### src/rtl/cache_mem_xfer.sv
// Line transfer engine between the cache controller and word-addressed backing memory.
// Optional critical-word-first fill ordering is enabled by defining CACHE_MEM_XFER_CWF_EN.
module cache_mem_xfer #(
   parameter int LINE_WORDS = 4,
   parameter int OFS_W      = $clog2(LINE_WORDS)
) (
   input  logic             clk,
   input  logic             rst,
   input  logic             req_valid,
   output logic             req_ready,
   input  logic             req_wb,
   input  logic             req_fill,
   input  logic [31:0]      wb_addr,
   input  logic [31:0]      fill_addr,
   output logic [OFS_W-1:0] wr_idx,
   input  logic [31:0]      wr_word,
   output logic             rd_valid,
   output logic [OFS_W-1:0] rd_idx,
   output logic [31:0]      rd_data,
   output logic             done,
   output logic             mem_ren,
   output logic             mem_wen,
   output logic [31:0]      mem_addr,
   output logic [31:0]      mem_din,
   input  logic [31:0]      mem_dout
);

   typedef enum logic [2:0] {S_IDLE, S_WB, S_FILL, S_DRAIN, S_ACK} state_t;

   state_t              state_q, state_d;
   logic [OFS_W-1:0]    cnt_q, cnt_d;
   logic [31-OFS_W:0]   wb_base_q, wb_base_d;
   logic [31-OFS_W:0]   fill_base_q, fill_base_d;
   logic                fill_q, fill_d;
   logic                pend_q, pend_d;
   logic [OFS_W-1:0]    pend_idx_q, pend_idx_d;
   logic [OFS_W-1:0]    ofs;
   logic                last;

`ifdef CACHE_MEM_XFER_CWF_EN
   logic [OFS_W-1:0]    crit_q, crit_d;
   logic                unused_bits;

   // Offset arithmetic wraps naturally in OFS_W bits, so the base never sees a carry.
   assign ofs         = crit_q + cnt_q;
   assign unused_bits = ^wb_addr[OFS_W-1:0];
`else
   logic                unused_bits;

   assign ofs         = cnt_q;
   assign unused_bits = ^{wb_addr[OFS_W-1:0], fill_addr[OFS_W-1:0]};
`endif

   assign last = &cnt_q;

   always_ff @(posedge clk) begin
      if (rst) begin
         state_q     <= S_IDLE;
         cnt_q       <= '0;
         wb_base_q   <= '0;
         fill_base_q <= '0;
         fill_q      <= 1'b0;
         pend_q      <= 1'b0;
         pend_idx_q  <= '0;
`ifdef CACHE_MEM_XFER_CWF_EN
         crit_q      <= '0;
`endif
      end else begin
         state_q     <= state_d;
         cnt_q       <= cnt_d;
         wb_base_q   <= wb_base_d;
         fill_base_q <= fill_base_d;
         fill_q      <= fill_d;
         pend_q      <= pend_d;
         pend_idx_q  <= pend_idx_d;
`ifdef CACHE_MEM_XFER_CWF_EN
         crit_q      <= crit_d;
`endif
      end
   end

   always_comb begin
      state_d     = state_q;
      cnt_d       = cnt_q;
      wb_base_d   = wb_base_q;
      fill_base_d = fill_base_q;
      fill_d      = fill_q;
      pend_d      = 1'b0;
      pend_idx_d  = '0;
`ifdef CACHE_MEM_XFER_CWF_EN
      crit_d      = crit_q;
`endif
      case (state_q)
         S_IDLE: begin
            if (req_valid) begin
               wb_base_d   = wb_addr[31:OFS_W];
               fill_base_d = fill_addr[31:OFS_W];
               fill_d      = req_fill;
               cnt_d       = '0;
`ifdef CACHE_MEM_XFER_CWF_EN
               crit_d      = fill_addr[OFS_W-1:0];
`endif
               if (req_wb)        state_d = S_WB;
               else if (req_fill) state_d = S_FILL;
               else               state_d = S_ACK;
            end
         end
         S_WB: begin
            cnt_d = cnt_q + 1'b1;
            // cnt wraps to 0 here, so the fill starts immediately with no gap.
            if (last) state_d = fill_q ? S_FILL : S_ACK;
         end
         S_FILL: begin
            cnt_d      = cnt_q + 1'b1;
            pend_d     = 1'b1;
            pend_idx_d = ofs;
            if (last) state_d = S_DRAIN;
         end
         S_DRAIN: state_d = S_IDLE;
         S_ACK:   state_d = S_IDLE;
         default: state_d = S_IDLE;
      endcase
   end

   always_comb begin
      req_ready = (state_q == S_IDLE);
      mem_wen   = (state_q == S_WB);
      mem_ren   = (state_q == S_FILL);
      done      = (state_q == S_DRAIN) || (state_q == S_ACK);
      mem_addr  = '0;
      mem_din   = '0;
      wr_idx    = '0;
      if (state_q == S_WB) begin
         mem_addr = {wb_base_q, cnt_q};
         mem_din  = wr_word;
         wr_idx   = cnt_q;
      end else if (state_q == S_FILL) begin
         mem_addr = {fill_base_q, ofs};
      end
   end

   assign rd_valid = pend_q;
   assign rd_idx   = pend_idx_q;
   assign rd_data  = mem_dout;

endmodule

### config.mk
export PLATFORM = sky130hd
export DESIGN_NAME = cache_mem_xfer
export DESIGN_NICKNAME = d
export VERILOG_FILES = /design/src/rtl/cache_mem_xfer.sv
export SDC_FILE = /design/constraint.sdc
export NUM_CORES = 1
export LEC_CHECK = 0
export ABC_AREA = 1
export CAP_MARGIN = 15
export CORE_UTILIZATION = 36
export CTS_BUF_LIST = sky130_fd_sc_hd__clkbuf_4 sky130_fd_sc_hd__clkbuf_8
export DETAILED_ROUTE_END_ITERATION = 8
export PLACE_DENSITY = 0.8
export SETUP_SLACK_MARGIN = 0.2
export SLEW_MARGIN = 10
export SYNTH_ARGS = -nofsm -noshare
export SYNTH_HDL_FRONTEND = slang
export SYNTH_SLANG_ARGS = --single-unit
### constraint.sdc
create_clock -name clk -period 1.9 [get_ports clk]
set_clock_uncertainty 0.1 [all_clocks]
set_input_delay 0.38 -clock clk [delete_from_list [all_inputs] [get_ports clk]]
set_output_delay 0.38 -clock clk [all_outputs]
set_load 0.02 [all_outputs]
==> flow_summary_export.csv <==
group,metric,value,unit
yosys,netlist_area,3410,sq um
die,start_util,37.07,%
sta,grt_setup_unrepaired,"yes",
global_route,grt_max_degree,47,
yosys,synth_area_leaders,"dfxtp_1, inv_1, a21oi_1",
critical_path,critical_path_class,"reg -> out",
routing,drtIter0Drc,65,
cts,clkLatencyLatePin,0.33,ns
cts,cts_hold_buf,0,
routing,drc,0,
cts,cts.sinks,69,
finish,drive_gt1_share,26.57,%
global_route,grt_usage,19.93,%
yosys,ys_seq_area_share,40.51,%
sta,finalMaxSlewViolations,0,
sta,finalSetupViolCount,30,
global_route,grt_pass1_vias,3403,
yosys,synth_warnings,0,
pwr,p_leak,2.417,nW
sta,worst-slew-pin-transition,0.2017,ns
die,die_x,99.32,um
critical_path,cp_slowest_cell,"dfxtp_2",
cts,cts_max_level,3,
die,pin_count,238,
cts,numCtsBuffers,9,
place,place_inst,708,
critical_path,endpoint_kind,"output pin",
yosys,syn_inst,470,
place,io_buffers,169,
routing,vias,3517,
run_status,violations,"setup timing",
sta,fin_crit_sh,103.3,%
die,rows,35,
yosys,synth_seq_cells,69,
yosys,synth_top_cell_by_area,"dfxtp_1",
routing,wirelength,10.28,mm
finish,fin_nets,750,
run_status,status,"finished with violations",
pwr,power_density,1310,nW/um^2
critical_path,cp_slowest_stage_delay,0.36,ns
sta,fmax,509.5,MHz
place,dpl.hpwl,7.321,mm
sta,max_slew_margin,86.41,%
critical_path,critical_path.startpoint_type,"flop",
run,cap_violations,0,
routing,detail_route.wl_per_cell,14.05,um
cts,clk_pin_slew,0.08,ns
routing,drt_pre_antenna_iters,4,
sta,min_period,1.963,ns
sta,hold_violations,0,
finish,multi_input_area,1358,sq um
critical_path,cp_max_fo,16,
critical_path,crit_required,1.42,ns
cts,cts_tree,"built",
place,gp_congestion,0.8850,
finish,regArea,1388,sq um
finish,fillers,835,
yosys,synth_fp_nets,604,
die,core,9196,sq um
finish,n_antenna_cell,0,
global_route,grt_first_pass_wirelength,15.68,mm
hold_path,hp-class,"reg -> reg",
yosys,synth_cell_types,25,
critical_path,crit_chain,"nor2_4 -> nand2_4 -> buf_8 -> o22ai_2 -> buf_4",
global_route,gr-total-overflow,0,
yosys,synth_top_area_share,40.51,%
finish,finalNonFillerCells,732,
cts,cts_buffer_depth,2,
routing,vias_per_cell,4.805,
die,die-height,99.32,um
cts,cts_root_buffer,"clkbuf_8",
yosys,synth_area_per_cell,7.254,sq um
die,die_area,9864,sq um
pwr,power,7.105,mW
global_route,antenna_found_initial,0,
critical_path,cp.arrival,1.48,ns
sta,holdWs,0.3534,ns
pwr,ir_drop,637.8,uV
routing,ant_nets,0,
finish,syn2layout_area_growth,59.05,%
sta,fin_ws,-0.06279,ns
layout by cell type (no fill, tap or decap), types with 12 or more instances in the layout:
cell and n:
o21ai_0 33, o22ai_2 19, dfxtp_1 66, buf_4 72, nand2_1 12, a21oi_1 57
o21ai_1 26, buf_6 15, clkdlybuf4s50_1 96, nor2_1 42, inv_1 102
report_power, final:
part	switching [mW]	leakage [nW]	internal, mW
sequential	0.148	0.572	1.89
clock	0.557	0.111	0.774
combinational	2.12	1.73	1.61
total	2.83	2.42	4.27
flip-flops by register name (all words and copies together) (netlist names):
register	cells
cnt_q	2
fill_base_q	30
fill_q	1
rd_idx	2
rd_valid	1
state_q	3
wb_base_q	30
final cells by class:
class	count	area share, %
clock buffer	11	2.561
clock inverter	5	1.569
inverter	108	7.568
multi-input combinational	232	25.03
sequential	69	25.59
tap	111	2.561
timing repair buffer	196	35.12
path summary, 6_finish.rpt:
check | start | to | slack [ns] | depth (start not counted)
hold / removal | fill_base_q[16]$_SDFFE_PP0P_ | fill_base_q[16]$_SDFFE_PP0P_ | 0.35 | 2
setup / recovery | state_q[2]$_SDFFE_PP0P_ | mem_addr[13] | -0.06 | 5
hold reg to reg | fill_base_q[16]$_SDFFE_PP0P_ | fill_base_q[16]$_SDFFE_PP0P_ | 0.35 | 2
setup reg to reg | state_q[1]$_SDFFE_PP0P_ | wb_base_q[11]$_SDFFE_PP0P_ | 0.31 | 8
Yosys cell counts (all sizes together):
master and n:
nand2 15, clkbuf 8, nor2 54, nor3 2
nand3 5, buf 53, o22ai 30, a211oi 1
ha 1, a21oi 61, dfxtp 69, inv 108
o21ai 63
stage by stage:
| step | setup TNS (ns) | area, sq um | utilization, % | worst slack [ns] |
|---|---|---|---|---|
| floorplan | 0 | 3410 | - | 0.1636 |
| global placement | -10.63 | 5017 | 54.56 | -0.2049 |
| detailed placement | -12.68 | 5017 | 54.56 | -0.2696 |
| CTS | -1.159 | 5186 | 56.39 | -0.07658 |
| global route | -4.484 | 5423 | 58.97 | -0.1217 |
| finish | -1.149 | 5423 | 58.97 | -0.06279 |
critical path, delay by kind of cell, from the launching register on:
| family | cells | cell delay, ns |
|---|---|---|
| DFF | 1 | 0.36 |
| buffers and inverters | 2 | 0.35 |
| and+or+nand+nor | 2 | 0.25 |
| AOI/OAI and AO/OA | 1 | 0.17 |
routing by layer:
layer / routed length, um / track usage (%) / share of wire (%)
met1: 4014 / 21.80 / 39
met2: 5286 / 36.22 / 51
met3: 668 / 5.130 / 6.5
met4: 312 / 8.824 / 3.0
met5: 0 / 0 / 0
cell families (layout without fill, tap and decap cells):
group	after synthesis	in the layout	synth area share, %
buffers and inverters	169	320	24.95
flip-flops	69	69	40.51
AND/OR/NAND/NOR	76	76	9.358
adder cells (fa/ha/maj)	1	1	0.3669
AO/OA/AOI/OAI	155	155	24.81
repair_timing:
item                       CTS  global route
pin swaps                    5             4
resized for setup          377            40
setup buffers                1             4
setup endpoints to repair   73            70
cloned                       1             2
Note: power is estimated with default switching activity, not from simulation.
